==> src/rtl/dds_sample_packer.sv <==
// Decimates and tags DDS samples, frames them into sequence-numbered packets,
// and buffers the words in a first-word-fall-through FIFO for the USB write path.
module dds_sample_packer #(
  parameter int unsigned DEPTH   = 16,
  parameter int unsigned PKT_LEN = 256
) (
  input  logic                   clk,
  input  logic                   rst,
  input  logic                   cap_en,
  input  logic [7:0]             dec_ratio,
  input  logic [3:0]             tag,
  input  logic [11:0]            s_data,
  input  logic                   s_valid,
  output logic [15:0]            m_data,
  output logic                   m_valid,
  input  logic                   m_ready,
  output logic                   pkt_end,
  output logic                   overflow,
  output logic [$clog2(DEPTH):0] fifo_level
);

  localparam int unsigned AW = $clog2(DEPTH);
  localparam int unsigned LW = AW + 1;
  localparam int unsigned CW = (PKT_LEN > 2) ? $clog2(PKT_LEN) : 1;
  localparam int unsigned FW = 17;

  typedef enum logic [1:0] {IDLE, HDR, DATA} state_t;

  state_t        state;
  logic [7:0]    seq;
  logic [7:0]    dec_lat;
  logic [7:0]    dec_cnt;
  logic [3:0]    tag_lat;
  logic [CW-1:0] smp_cnt;
  logic          cap_en_q;

  logic [FW-1:0] mem [DEPTH];
  logic [AW-1:0] wr_ptr;
  logic [AW-1:0] rd_ptr;

  logic          full;
  logic          empty;
  logic          keep;
  logic          hdr_push;
  logic          smp_push;
  logic          push;
  logic          pop;
  logic          last_smp;
  logic [FW-1:0] push_word;

  // Push/pop decisions; a full FIFO blocks pushes even when a pop is pending.
  always_comb begin
    full      = (fifo_level == LW'(DEPTH));
    empty     = (fifo_level == '0);
    keep      = (state == DATA) && s_valid && (dec_cnt == '0);
    hdr_push  = (state == HDR) && !full;
    smp_push  = keep && !full;
    push      = hdr_push || smp_push;
    pop       = !empty && m_ready;
    last_smp  = (smp_cnt == CW'(PKT_LEN - 1));
    push_word = hdr_push ? {1'b0, 4'hA, 4'h0, seq} : {last_smp, tag_lat, s_data};
  end

  // Head entry shown straight from storage.
  assign m_valid = !empty;
  assign m_data  = mem[rd_ptr][15:0];
  assign pkt_end = !empty && mem[rd_ptr][16];

  // Framing FSM: header, then PKT_LEN kept samples, then header or idle.
  always_ff @(posedge clk or posedge rst) begin
    if (rst) begin
      state    <= IDLE;
      seq      <= '0;
      dec_lat  <= '0;
      dec_cnt  <= '0;
      tag_lat  <= '0;
      smp_cnt  <= '0;
      cap_en_q <= 1'b0;
      overflow <= 1'b0;
    end else begin
      cap_en_q <= cap_en;
      case (state)
        IDLE: begin
          if (cap_en && !cap_en_q) overflow <= 1'b0;
          if (cap_en) state <= HDR;
        end
        HDR: begin
          dec_lat <= dec_ratio;
          tag_lat <= tag;
          dec_cnt <= '0;
          smp_cnt <= '0;
          if (!full) state <= DATA;
        end
        DATA: begin
          if (s_valid) dec_cnt <= (dec_cnt == dec_lat) ? 8'd0 : dec_cnt + 8'd1;
          if (keep && full) overflow <= 1'b1;
          if (smp_push) begin
            smp_cnt <= smp_cnt + CW'(1);
            if (last_smp) begin
              seq   <= seq + 8'd1;
              state <= cap_en ? HDR : IDLE;
            end
          end
        end
        default: state <= IDLE;
      endcase
    end
  end

  // FIFO storage carries no reset; validity comes from the level counter.
  always_ff @(posedge clk) begin
    if (push) mem[wr_ptr] <= push_word;
  end

  always_ff @(posedge clk or posedge rst) begin
    if (rst) begin
      wr_ptr     <= '0;
      rd_ptr     <= '0;
      fifo_level <= '0;
    end else begin
      if (push) wr_ptr <= wr_ptr + AW'(1);
      if (pop)  rd_ptr <= rd_ptr + AW'(1);
      case ({push, pop})
        2'b10:   fifo_level <= fifo_level + LW'(1);
        2'b01:   fifo_level <= fifo_level - LW'(1);
        default: fifo_level <= fifo_level;
      endcase
    end
  end

endmodule

==> config.mk <==
export PLATFORM = sky130hd
export DESIGN_NAME = dds_sample_packer
export DESIGN_NICKNAME = d
export VERILOG_FILES = /design/src/rtl/dds_sample_packer.sv
export SDC_FILE = /design/constraint.sdc
export NUM_CORES = 1
export LEC_CHECK = 0
export CELL_PAD_IN_SITES_DETAIL_PLACEMENT = 1
export CELL_PAD_IN_SITES_GLOBAL_PLACEMENT = 2
export CORE_MARGIN = 2
export CORE_UTILIZATION = 51
export DETAILED_ROUTE_END_ITERATION = 8
export GPL_TIMING_DRIVEN = 0
export PLACE_DENSITY_LB_ADDON = 0.1
export SETUP_SLACK_MARGIN = 0.3
export SYNTH_ARGS = -nofsm -noshare
export SYNTH_HDL_FRONTEND = slang
export SYNTH_SLANG_ARGS = --single-unit
==> constraint.sdc <==
create_clock -name clk -period 8.4 [get_ports clk]
set_input_delay 1.68 -clock clk [delete_from_list [all_inputs] [get_ports clk]]
set_output_delay 1.68 -clock clk [all_outputs]
set_load 0.02 [all_outputs]
# Yosys cells after proc, flatten, opt, wreduce, memory -nomap -nowiden
# Memories as Yosys holds them, arrays and structs flattened.
# Cells that the tools add are included.
[word_totals]
output_inout_bits = 24
ram_bits = 272
mem_count = 1
word_cells = 74
inputBits = 29
regBits = 53
[memory_table]
columns = ["name", "depth", "width", "rd", "rd_ports_with_merged_regs", "write_ports", "line_no", "rtl"]
rows = [
  ["mem", 16, 17, 1, 0, 1, "37", "logic [FW-1:0] mem [DEPTH];"],
]
[op_classes]
n_eq_ne = 14
n_reduce_logical = 23
mux = 18
n_addsub = 7
[ops]
columns = ["operator", "count"]
rows = [
  ["$pmux W8 S2", 2],
  ["$add A8 B1 Y8 const B", 3],
  ["$mux W8", 3],
  ["$mux W17", 1],
  ["$ne A2 B2 Y1 const B", 6],
  ["$pmux W5 S2", 1],
  ["$add A4 B1 Y4 const B", 2],
  ["$eq A8 B8 Y1", 1],
  ["$eq A8 B8 Y1 const B", 1],
  ["$logic_and A1 B1 Y1", 8],
  ["$logic_not A8 Y1", 1],
  ["$mux W2", 4],
  ["$pmux W2 S3", 1],
  ["$reduce_and A3 Y1", 2],
  ["$reduce_bool A2 Y1", 3],
  ["$add A5 B1 Y5 const B", 1],
  ["$eq A5 B5 Y1 const B", 1],
  ["$logic_not A5 Y1", 1],
  ["$mux W1", 5],
  ["$sub A5 B1 Y5 const B", 1],
  ["$eq A2 B1 Y1 const B", 2],
  ["$eq A2 B2 Y1 const B", 2],
  ["$reduce_and A2 Y1", 2],
  ["$reduce_and A4 Y1", 1],
  ["other kinds (5)", 7],
]

# Longest topological paths before layout
# Gate-level depths: netlist of run 1.
[logic_depth]
depth_word = 7
depth_mapped = 15
ltp_nobuf = 13

# Worst setup path before layout of run 1
# No wires, ideal clock.
[synth_timing]
path_type = "input -> register"
start = "input port s_valid"
end = "memory mem[10][0], enable pin"
path_buffers = 2
arrival_time_ps = 3840
required_ps = 7987
cell_stages = 7
setup_slack_ps = 4147
path_cell_list = "and3b_1 buf_2 nand3_1 a21oi_2 inv_2 buf_2 nor3_1"
[synth_via]
elab_chain_cells = 6
[synth_lines]
columns = ["element", "line_no", "rtl"]
rows = [
  ["from (decl)", "13", "input logic s_valid,"],
  ["$logic_and A1 B1 Y1 (2 in a row)", "55", "keep = (state == DATA) && s_valid && (dec_cnt == '0);"],
  ["$logic_and A1 B1 Y1", "57", "smp_push = keep && !full;"],
  ["$logic_or A1 B1 Y1", "58", "push = hdr_push || smp_push;"],
  ["$mux W1", "112", "if (push) mem[wr_ptr] <= push_word;"],
  ["$mux W1 (not written as such)", "112", ""],
  ["to (decl)", "37", ""],
]
# Every way passes these cells.

# Final worst setup path of run 1
[layout_timing]
start = "register rd_ptr[1]"
end = "output port m_data[14]"
[layout_via]
elab_chain_cells = 1
[layout_lines]
columns = ["element", "line_no", "rtl"]
rows = [
  ["from (decl)", "39", "logic [AW-1:0] rd_ptr;"],
  ["from (signal assigned)", "122", "if (pop) rd_ptr <= rd_ptr + AW'(1);"],
  ["$mem_v2 Z16 W17", "n/a", ""],
  ["to (decl)", "14", "output logic [15:0] m_data,"],
]
# Every way passes these cells.

==> results of run 1 <==
## power by group
| group | total [mW] | switching, mW | internal, mW | leakage, nW |
|---|---|---|---|---|
| registers | 2.08 | 0.0894 | 1.99 | 3.17 |
| logic | 1.71 | 0.929 | 0.778 | 1.59 |
| clock network | 1.59 | 0.603 | 0.983 | 0.574 |
| total | 5.37 | 1.62 | 3.75 | 5.34 |
## flip-flops by register name (all words and copies together), names as in the netlist
register,cells
mem,272
dec_cnt,8
dec_lat,8
seq,8
smp_cnt,8
fifo_level,5
rd_ptr,4
tag_lat,4
wr_ptr,4
state,2
cap_en_q,1
overflow,1
## cell usage in the layout, fill, tap and decap left out, drive strengths merged, types with 7 or more instances in the layout
cell type | synthesis | layout
and2 | 13 | 13
nand3 | 16 | 16
nand2 | 58 | 58
nor2 | 13 | 13
mux2 | 11 | 11
buf | 14 | 31
clkdlybuf4s50 | 0 | 52
clkbuf | 20 | 70
nor3 | 14 | 14
inv | 13 | 13
mux4 | 85 | 85
xnor2 | 26 | 26
dfrtp | 53 | 53
o21ai | 13 | 13
ha | 12 | 12
a21oi | 11 | 11
edfxtp | 272 | 272
nand4 | 7 | 7
## kinds of logic (layout without fill, tap and decap cells)
logic type	after synthesis	in the layout
DFF	325	325
and+or+nand+nor	145	145
muxes	97	97
buffers and inverters	47	177
AOI/OAI and AO/OA	39	39
xor gates and xnor gates	32	32
adders and majority gates	12	12
## per-stage QoR
step	cells	hold WS, ns	util (%)
2_1_floorplan	697	0.437	-
3_3_place_gp	1079	0.458	55.9
3_5_place_dp	1096	0.459	56.9
4_1_cts	1157	0.480	61.6
5_1_grt	1157	0.496	61.6
6_report	1157	0.472	61.6
## layer usage
layer / wire length [µm] / up-vias
li1: - / 2987
met1: 13000 / 3732
met2: 16200 / 228
met3: 1710 / 52
met4: 654 / 0
met5: 0 / -
## worst register-to-register path, stage by stage (launching register included)
cell	delay (ns)
sky130_fd_sc_hd__dfrtp_1	0.46
sky130_fd_sc_hd__inv_1	0.09
sky130_fd_sc_hd__ha_1	0.14
sky130_fd_sc_hd__nor4b_2	0.25
sky130_fd_sc_hd__nand3_1	0.21
sky130_fd_sc_hd__a21oi_2	0.42
sky130_fd_sc_hd__inv_2	0.10
sky130_fd_sc_hd__buf_2	0.24
sky130_fd_sc_hd__ha_1	0.23
sky130_fd_sc_hd__clkbuf_1	0.18
sky130_fd_sc_hd__xor2_1	0.20
sky130_fd_sc_hd__ha_1	0.25
sky130_fd_sc_hd__nor4_1	0.17
sky130_fd_sc_hd__o21ai_0	0.12
sky130_fd_sc_hd__a21oi_1	0.21
sky130_fd_sc_hd__xnor2_1	0.15
## area by class of cell
type	count	area share [%]
Sequential cell	325	61.0
Buffer	34	1.10
Clock buffer	50	6.46
Clock inverter	11	1.15
Timing Repair Buffer	69	4.70
Tap cell	330	2.65
Multi-Input combinational cell	325	22.6
Inverter	13	0.314
## how the worst max path moves through the flow
stage | slack (ns) | cells after the start | endpoint
5_1_grt | 2.95 | 6 | m_data[14]
4_1_cts | 3.02 | 6 | m_data[14]
3_5_place_dp | 3.35 | 15 | fifo_level[4]
6_report | 3.06 | 6 | m_data[14]
3_3_place_gp | 1.46 | 8 | mem[4][4]
2_1_floorplan | 4.15 | 7 | mem[10][0]
==> flow_metrics.py, run 1 <==
metrics = {
    "floorplanning": {
        "num_rows": 58,
        "die_w_um": 165,
        "ios": 53,
        "design.core.area_um2": 25300,
        "floorplan.initialDensity_pct": 52.2,
        "floorplan.die.height_um": 165,
        "fp.dieArea_um2": 27200,
    },
    "routing": {
        "routedWlPerCell_um": 27.3,
        "drt_iter0_markers": 619,
        "viasPerCell": 6.05,
        "route.final.wire_length_um": 31600,
        "vias": 6999,
        "drt-pass1-iter-count": 4,
        "drc": 0,
        "detail-route-antenna-nets": 0,
    },
    "timing": {
        "tightest_slew_ns": 1.46,
        "achievable_freq_mhz": 187,
        "final.setup.tns_ns": 0,
        "timing.final.setup_violations": 0,
        "portion_of_the_clock_cycle_consumed_by_the_worst_path_in_the_final_layout_pct": 63.5,
        "postLayoutSetupSlackWorst_ns": 3.06,
        "final_hold_viol_count": 0,
        "maxSlewHeadroom_pct": 2.95,
        "rsz0062_at_grt": "no",
        "min_clock_period_post_route_ns": 5.34,
        "max_slew_violation_total_from_the_final_report": 0,
        "clock-skew-final_ns": 0.0152,
    },
    "global_routing": {
        "grt_max_degree": 31,
        "grt_pass1_wl_um": 47600,
        "grt_remaining_overflow": 0,
        "grt.total_usage_pct": 24.6,
        "grt-busiest-layer": "met2",
        "grt_pass1_vias": 7576,
        "grt_use_met2_pct": 42.9,
        "met1_usage_pct": 32.7,
        "use_met3_pct": 3.72,
        "antenna_found_initial": 0,
    },
    "worst_setup_path": {
        "worstSetupPathType": "register to output port",
        "critical-path-max-stage-delay_ns": 0.64,
        "crit_path_start": "rd_ptr[1]",
        "critical_path.slowest_cell": "sky130_fd_sc_hd__clkbuf_1",
        "critPathLaunchType": "register",
        "path_buf_inv": 4,
        "critical_path_cell_sequence": "clkbuf_1, clkbuf_1, buf_2, mux4_2, mux4_2, clkdlybuf4s50_1",
        "rr_worst_depth": 15,
        "cp_max_fo": 10,
        "worst-endpoint-arrival_ns": 3.66,
        "endpoint_kind": "output port",
        "ff_to_ff_setup_slack_ns": 4.91,
        "timing.rr.start": "dec_cnt[0]",
        "critical-path-top-delay-family": "buffers and inverters",
        "rr_endpoint": "fifo_level[4]",
        "crit_required_ns": 6.72,
    },
    "synth": {
        "number_of_synthesized_flops_with_an_enable_pin": 272,
        "post_synth_xor_area_fraction_pct": 2.12,
        "ys_types": 48,
        "ys_warn_count": 0,
        "total_standard_cell_area_after_synthesis_um2": 13200,
        "compound_gate_fraction_of_synth_area_pct": 1.92,
        "synthCells": 697,
        "yosys.area_share.adder_pct": 1.14,
        "synth-main-ff-cell": "sky130_fd_sc_hd__edfxtp_1",
        "synth_top_cells_by_area": "sky130_fd_sc_hd__edfxtp_1 (62%), sky130_fd_sc_hd__mux4_2 (13%), sky130_fd_sc_hd__dfrtp_1 (10%)",
        "dominant_combinational_cell_family_by_area_after_synthesis": "multiplexers",
        "yosysTopAreaCellShare_pct": 61.9,
        "synthSimpleGateAreaFrac_pct": 5.47,
        "mappedNetlistNets": 738,
        "yosys-top-cells-count": "sky130_fd_sc_hd__edfxtp_1 (272), sky130_fd_sc_hd__mux4_2 (79), sky130_fd_sc_hd__nand2_1 (57)",
        "yosys-mux-area-fraction_pct": 15.7,
        "ys_ff_latch": 325,
        "synthesis.area_per_instance_um2": 18.9,
        "most_used_standard_cell_by_instance_count_after_synthesis": "sky130_fd_sc_hd__edfxtp_1",
        "yosysSeqAreaShare_pct": 72.0,
        "synth_top_area_cell": "sky130_fd_sc_hd__edfxtp_1",
        "async_reset_ff_share_pct": 16.3,
    },
    "worst_hold_path": {
        "min_from": "tag_lat[2]",
        "min_path_cells": 2,
        "whs_endpoint": "tag_lat[2]",
        "worstHoldPathType": "register to register",
    },
    "placement": {
        "dp_worst_setup_slack_ns": 3.35,
        "place_area_um2": 14400,
        "dp_hpwl_um": 19900,
        "gp_routability_congestion": 0.817,
        "port-buffer-count": 52,
    },
    "layout": {
        "area_growth_syn_to_layout_pct": 18.0,
        "post_route_cells_drive_above_1_share_pct": 22.4,
        "layout.filler_cells": 2223,
        "final_nets": 843,
        "post-route-cell-area_um2": 15600,
        "final-seq-area_um2": 9490,
        "antenna_diode_count": 0,
        "multiInputGateArea_um2": 3520,
    },
    "run": {
        "maxCapViolCount": 0,
    },
    "cts": {
        "post_cts.repair.setup_buffers": 0,
        "worst_skew_pair.late_latency_ns": 0.52,
        "worst_setup_hold_path_clk_slew_ns": 0.06,
        "max-clock-path-buffers": 3,
        "cts-resized-gates": 0,
        "clock_tree_from_tritoncts": "built",
        "ctsHtreeMaxLevel": 2,
        "cts_made_buffers": 34,
        "root_driver": "sky130_fd_sc_hd__clkbuf_16",
        "cts_hold_buffers": 0,
        "clock_sink_count": 325,
    },
    "pwr": {
        "p_leak_nw": 5.34,
        "pwr_density_cell_nw_per_um2": 345,
        "total_power_mw": 5.37,
        "peak_supply_drop_mv": 0.195,
    },
    "status": {
        "run_status": "finished, final reports clean",
    },
}
Note: power is estimated with default switching activity, not from simulation.
==> run 2: changes to the inputs <==
- CORE_UTILIZATION: 51 -> 42
- clock period: 8.4 -> 4.8 ns (I/O delays scaled with it)
==> run 2 against run 1 <==
Net effect: worst setup slack lost 2.6 ns; combinational power grew 74%; largest cell class unchanged; cell area rose by 0.47%; critical path depth is 1 lower; final cell count rose by 5.9%; first-iteration DRC count shrank 19%; global-route usage shrank 5.1 points; clock skew rose by 0.019 ns; critical endpoint is now m_data[7]; count of clock-buffer cells in the layout shrank 9; clock power rose by 74%; worst hold slack gained 0.0071 ns.
==> flow_metrics.py, run 2 (synthesized netlist as in run 1, its figures left out) <==
metrics = {
    "status": {
        "run_status": "finished, final reports clean",
    },
    "timing": {
        "maxSlewHeadroom_pct": 15.7,
        "tightest_slew_ns": 1.26,
        "postLayoutSetupSlackWorst_ns": 0.434,
        "clock-skew-final_ns": 0.0338,
        "rsz0062_at_grt": "no",
        "portion_of_the_clock_cycle_consumed_by_the_worst_path_in_the_final_layout_pct": 91.0,
        "timing.final.setup_violations": 0,
        "achievable_freq_mhz": 229,
        "final_hold_viol_count": 0,
        "max_slew_violation_total_from_the_final_report": 0,
        "min_clock_period_post_route_ns": 4.37,
    },
    "worst_setup_path": {
        "critPathLaunchType": "register",
        "cp_max_fo": 10,
        "endpoint_kind": "output port",
        "worstSetupPathType": "register to output port",
        "critical_path_cell_sequence": "clkbuf_1, clkbuf_1, mux4_2, mux4_2, clkdlybuf4s50_1",
        "worst-endpoint-arrival_ns": 3.41,
        "critical-path-max-stage-delay_ns": 0.80,
        "critical_path.slowest_cell": "sky130_fd_sc_hd__clkbuf_1",
        "crit_required_ns": 3.84,
    },
    "placement": {
        "dp_worst_setup_slack_ns": 0.482,
        "place_area_um2": 14500,
        "gp_routability_congestion": 0.781,
        "dp_hpwl_um": 20000,
        "port-buffer-count": 52,
    },
    "floorplanning": {
        "fp.dieArea_um2": 32800,
        "design.core.area_um2": 30700,
        "die_w_um": 181,
        "floorplan.initialDensity_pct": 42.9,
        "num_rows": 64,
        "ios": 53,
        "floorplan.die.height_um": 181,
    },
    "routing": {
        "routedWlPerCell_um": 25.3,
        "drc": 0,
        "vias": 6746,
        "drt_iter0_markers": 500,
        "route.final.wire_length_um": 31000,
        "viasPerCell": 5.51,
        "drt-pass1-iter-count": 8,
        "detail-route-antenna-nets": 0,
    },
    "global_routing": {
        "grt_max_degree": 41,
        "grt_pass1_vias": 7444,
        "grt.total_usage_pct": 19.5,
        "grt_remaining_overflow": 0,
        "grt_pass1_wl_um": 46900,
        "antenna_found_initial": 0,
    },
    "cts": {
        "worst_skew_pair.late_latency_ns": 0.53,
        "max-clock-path-buffers": 3,
        "cts-resized-gates": 1,
        "clock_sink_count": 325,
        "worst_setup_hold_path_clk_slew_ns": 0.06,
        "cts_hold_buffers": 0,
        "post_cts.repair.setup_buffers": 0,
        "root_driver": "sky130_fd_sc_hd__clkbuf_16",
        "ctsHtreeMaxLevel": 2,
        "clock_tree_from_tritoncts": "built",
        "cts_made_buffers": 36,
    },
    "pwr": {
        "p_leak_nw": 5.34,
        "pwr_density_cell_nw_per_um2": 599,
        "peak_supply_drop_mv": 0.262,
    },
    "layout": {
        "post-route-cell-area_um2": 15600,
        "final-seq-area_um2": 9490,
        "area_growth_syn_to_layout_pct": 18.5,
        "layout_commonest_cell": "sky130_fd_sc_hd__edfxtp_1",
        "commonest_cells_after_routing_fill_and_taps_aside": "sky130_fd_sc_hd__edfxtp_1 (272), sky130_fd_sc_hd__mux4_2 (79), sky130_fd_sc_hd__nand2_1 (57), sky130_fd_sc_hd__dfrtp_1 (53), sky130_fd_sc_hd__clkdlybuf4s50_1 (52)",
        "top_register": "mem",
        "largest_register_ff_count": 272,
        "layout.filler_cells": 2870,
        "final_nets": 845,
        "antenna_diode_count": 0,
        "post_route_cells_drive_above_1_share_pct": 23.4,
        "multiInputGateArea_um2": 3520,
    },
    "worst_hold_path": {
        "worstHoldPathType": "register to register",
    },
    "run": {
        "maxCapViolCount": 0,
    },
}
run 2: routing by layer:
layer,wire length [µm],GRT usage (%)
met4,570,4.55
met2,15600,33.3
met1,13400,26.0
met3,1350,3.61
met5,0,0
run 2: worst paths after layout:
check                            from            end  slack, ns  depth (start not counted)
max                         rd_ptr[1]      m_data[7]       0.43                          5
min                        tag_lat[2]     tag_lat[2]       0.48                          2
max reg2reg                dec_cnt[0]  fifo_level[4]       1.27                         15
min reg2reg                tag_lat[2]     tag_lat[2]       0.48                          2
max in group asynchronous         rst     tag_lat[2]       3.51                          3
min in group asynchronous         rst     smp_cnt[5]       0.71                          2
run 2: where the power goes:
part           leakage, nW  internal, mW  switching [mW]  total, mW
Sequential            3.17          3.48           0.152       3.63
Clock                0.580          1.65            1.11       2.76
Combinational         1.60          1.36            1.62       2.98
run 2: area by class of cell:
class                   instances  area share (%)
flip-flops and latches        325            60.7
clock buffers                  41            5.88
plain buffers                  34            1.10
repair buffers                 69            4.68
well taps                     396            3.17
multi-input cells             325            22.5
clock inverters                22            1.62
inverters                      13           0.312
run 2: critical path: cells and delay by family, from the launching register on:
kind	cells	cell delay (ns)
buffers and inverters	3	1.62
flip-flops	1	0.37
multiplexers	2	0.91
run 2: metrics by stage:
stage	util [%]	hold WS (ns)	std cells	TNS (ns)	total power, mW
global placement	46.2	0.463	1145	-110.12	6.60
CTS	50.8	0.481	1225	0	9.50
finish	50.8	0.479	1225	0	9.37
floorplan	-	0.437	697	0	5.63
detailed placement	47.0	0.467	1162	0	6.73
global route	50.8	0.497	1225	0	9.79
==> run 3: changes to the inputs <==
- CORE_MARGIN: 2 -> default
==> run 3 against run 2 <==
Net effect: the flow now finishes with violations (design-rule violations); register-to-register slack hardly changed; global-route usage is 0.87 points higher; sequential power hardly changed; combinational power barely moved; clock power fell by 12%; clock skew fell by 0.018 ns; first-iteration DRC count shrank 15%.
==> flow_metrics.py, run 3 (synthesized netlist as in run 1, its figures left out) <==
metrics = {
    "worst_setup_path": {
        "worstSetupPathType": "register to output port",
        "critical-path-max-stage-delay_ns": 0.56,
        "critPathLaunchType": "register",
        "endpoint_kind": "output port",
        "critPathMostFrequentCell": "sky130_fd_sc_hd__mux4_2",
        "cp_max_fo": 10,
        "critical_path_cell_sequence": "clkbuf_1, clkbuf_2, buf_2, mux4_2, mux4_2, clkdlybuf4s50_1",
        "crit_required_ns": 3.84,
        "critical_path.slowest_cell": "sky130_fd_sc_hd__clkdlybuf4s50_1",
        "worst-endpoint-arrival_ns": 3.32,
    },
    "layout": {
        "post-route-cell-area_um2": 15500,
        "layout.filler_cells": 2874,
        "antenna_diode_count": 0,
        "post-route-util_pct": 50.3,
        "commonest_cells_after_routing_fill_and_taps_aside": "sky130_fd_sc_hd__edfxtp_1 (272), sky130_fd_sc_hd__mux4_2 (79), sky130_fd_sc_hd__nand2_1 (57), sky130_fd_sc_hd__dfrtp_1 (53), sky130_fd_sc_hd__clkdlybuf4s50_1 (52)",
        "layout_commonest_cell": "sky130_fd_sc_hd__edfxtp_1",
        "final_nets": 844,
        "area_growth_syn_to_layout_pct": 17.4,
        "post_route_cells_drive_above_1_share_pct": 21.7,
        "top_register": "mem",
        "largest_register_ff_count": 272,
    },
    "global_routing": {
        "grt_remaining_overflow": 0,
        "grt_pass1_wl_um": 46300,
        "antenna_found_initial": 0,
        "grt_pass1_vias": 7448,
        "grt.total_usage_pct": 20.3,
        "grt_max_degree": 41,
    },
    "routing": {
        "drc": 4,
        "vias": 6734,
        "viasPerCell": 5.52,
        "route.final.wire_length_um": 31200,
        "detail-route-antenna-nets": 0,
        "drt_iter0_markers": 427,
        "routedWlPerCell_um": 25.6,
        "drt-pass1-iter-count": 6,
    },
    "timing": {
        "min_clock_period_post_route_ns": 4.28,
        "maxSlewHeadroom_pct": 11.0,
        "fin_hold_ws_ns": 0.466,
        "portion_of_the_clock_cycle_consumed_by_the_worst_path_in_the_final_layout_pct": 89.1,
        "rsz0062_at_grt": "no",
        "tightest_slew_ns": 1.34,
        "timing.final.setup_violations": 0,
        "clock-skew-final_ns": 0.0154,
        "max_slew_violation_total_from_the_final_report": 0,
        "achievable_freq_mhz": 234,
        "postLayoutSetupSlackWorst_ns": 0.524,
        "final_hold_viol_count": 0,
    },
    "floorplanning": {
        "num_rows": 64,
        "die_w_um": 179,
        "floorplan.die.height_um": 179,
        "floorplan.initialDensity_pct": 42.9,
        "design.core.area_um2": 30700,
        "fp.dieArea_um2": 32100,
        "ios": 53,
    },
    "pwr": {
        "pwr_density_cell_nw_per_um2": 583,
        "peak_supply_drop_mv": 0.305,
        "p_leak_nw": 5.26,
    },
    "placement": {
        "place_area_um2": 14500,
        "dp_hpwl_um": 20500,
        "port-buffer-count": 52,
        "dp_worst_setup_slack_ns": 0.481,
        "gp_routability_congestion": 0.792,
    },
    "cts": {
        "root_driver": "sky130_fd_sc_hd__clkbuf_16",
        "post_cts.repair.setup_buffers": 0,
        "worst_skew_pair.late_latency_ns": 0.51,
        "max-clock-path-buffers": 3,
        "cts_made_buffers": 35,
        "worst_setup_hold_path_clk_slew_ns": 0.06,
        "clock_tree_from_tritoncts": "built",
        "clock_sink_count": 325,
        "ctsHtreeMaxLevel": 2,
    },
    "run": {
        "maxCapViolCount": 0,
    },
    "status": {
        "run_status": "finished, violations left",
        "failed_checks": "design-rule violations",
    },
    "worst_hold_path": {
        "worstHoldPathType": "register to register",
    },
}
## run 3: changes by cell type in the layout (fill, tap and decap cells not counted)
cell | before | now
sky130_fd_sc_hd__inv_6 | 2 | 1
sky130_fd_sc_hd__buf_8 | 4 | 5
sky130_fd_sc_hd__clkbuf_1 | 24 | 26
sky130_fd_sc_hd__clkdlybuf4s15_1 | 0 | 1
sky130_fd_sc_hd__clkinvlp_4 | 1 | 0
sky130_fd_sc_hd__clkinv_2 | 10 | 2
sky130_fd_sc_hd__clkinv_1 | 3 | 11
sky130_fd_sc_hd__bufinv_16 | 5 | 0
sky130_fd_sc_hd__buf_4 | 1 | 0
## run 3: cell type report
class | instances | area, µm² | share of cell area (%)
plain buffers | 34 | 179 | 1.16
clock buffers | 44 | 931 | 6.01
clock inverters | 15 | 76.3 | 0.493
inverters | 13 | 48.8 | 0.315
multi-input cells | 325 | 3520 | 22.7
flip-flops and latches | 325 | 9490 | 61.3
well taps | 396 | 495 | 3.20
repair buffers | 69 | 739 | 4.78
## run 3: critical path, delay by kind of cell (launching register included)
kind / cells / cell delay [ns]
flops: 1 / 0.34
buf+inv: 4 / 1.60
mux: 2 / 0.87
## run 3: repair_timing
action                                  in CTS  in global routing
endpoints found under the setup margin       8                  2
resized for setup                            1                  2
hold buffers                                 0                  0
pin swaps                                    0                  0
## run 3: path summary, 6_finish.rpt
check / start / endpoint / slack [ns] / cells after the start
worst max register to register: dec_cnt[0] / fifo_level[4] / 1.28 / 15
worst min-delay path: tag_lat[2] / tag_lat[2] / 0.47 / 2
min in group asynchronous: rst / seq[3] / 0.74 / 2
worst max-delay path: rd_ptr[1] / m_data[14] / 0.52 / 6
worst min register to register: tag_lat[2] / tag_lat[2] / 0.47 / 2
max in group asynchronous: rst / rd_ptr[1] / 3.51 / 3
## run 3: power by group
part	switching, mW	total (mW)	internal (mW)
Sequential	0.153	3.63	3.48
Combinational	1.62	2.98	1.37
Clock	1.05	2.42	1.37
## run 3: routing by layer
| metal | share of wire, % | track usage [%] | vias to the layer above |
|---|---|---|---|
| met1 | 43 | 26.5 | 3571 |
| met4 | 1.1 | 4.41 | 0 |
| met2 | 52 | 35.4 | 156 |
| li1 | - | - | 2983 |
| met3 | 4.5 | 3.75 | 24 |
| met5 | 0 | 0 | - |
## run 3: per-stage QoR
step / TNS (ns) / power, mW / cells
floorplan: 0 / 5.63 / 697
global placement: -120.68 / 6.58 / 1145
detailed placement: 0 / 6.73 / 1162
CTS: 0 / 9.15 / 1221
global route: 0 / 9.45 / 1221
finish: 0 / 9.03 / 1221
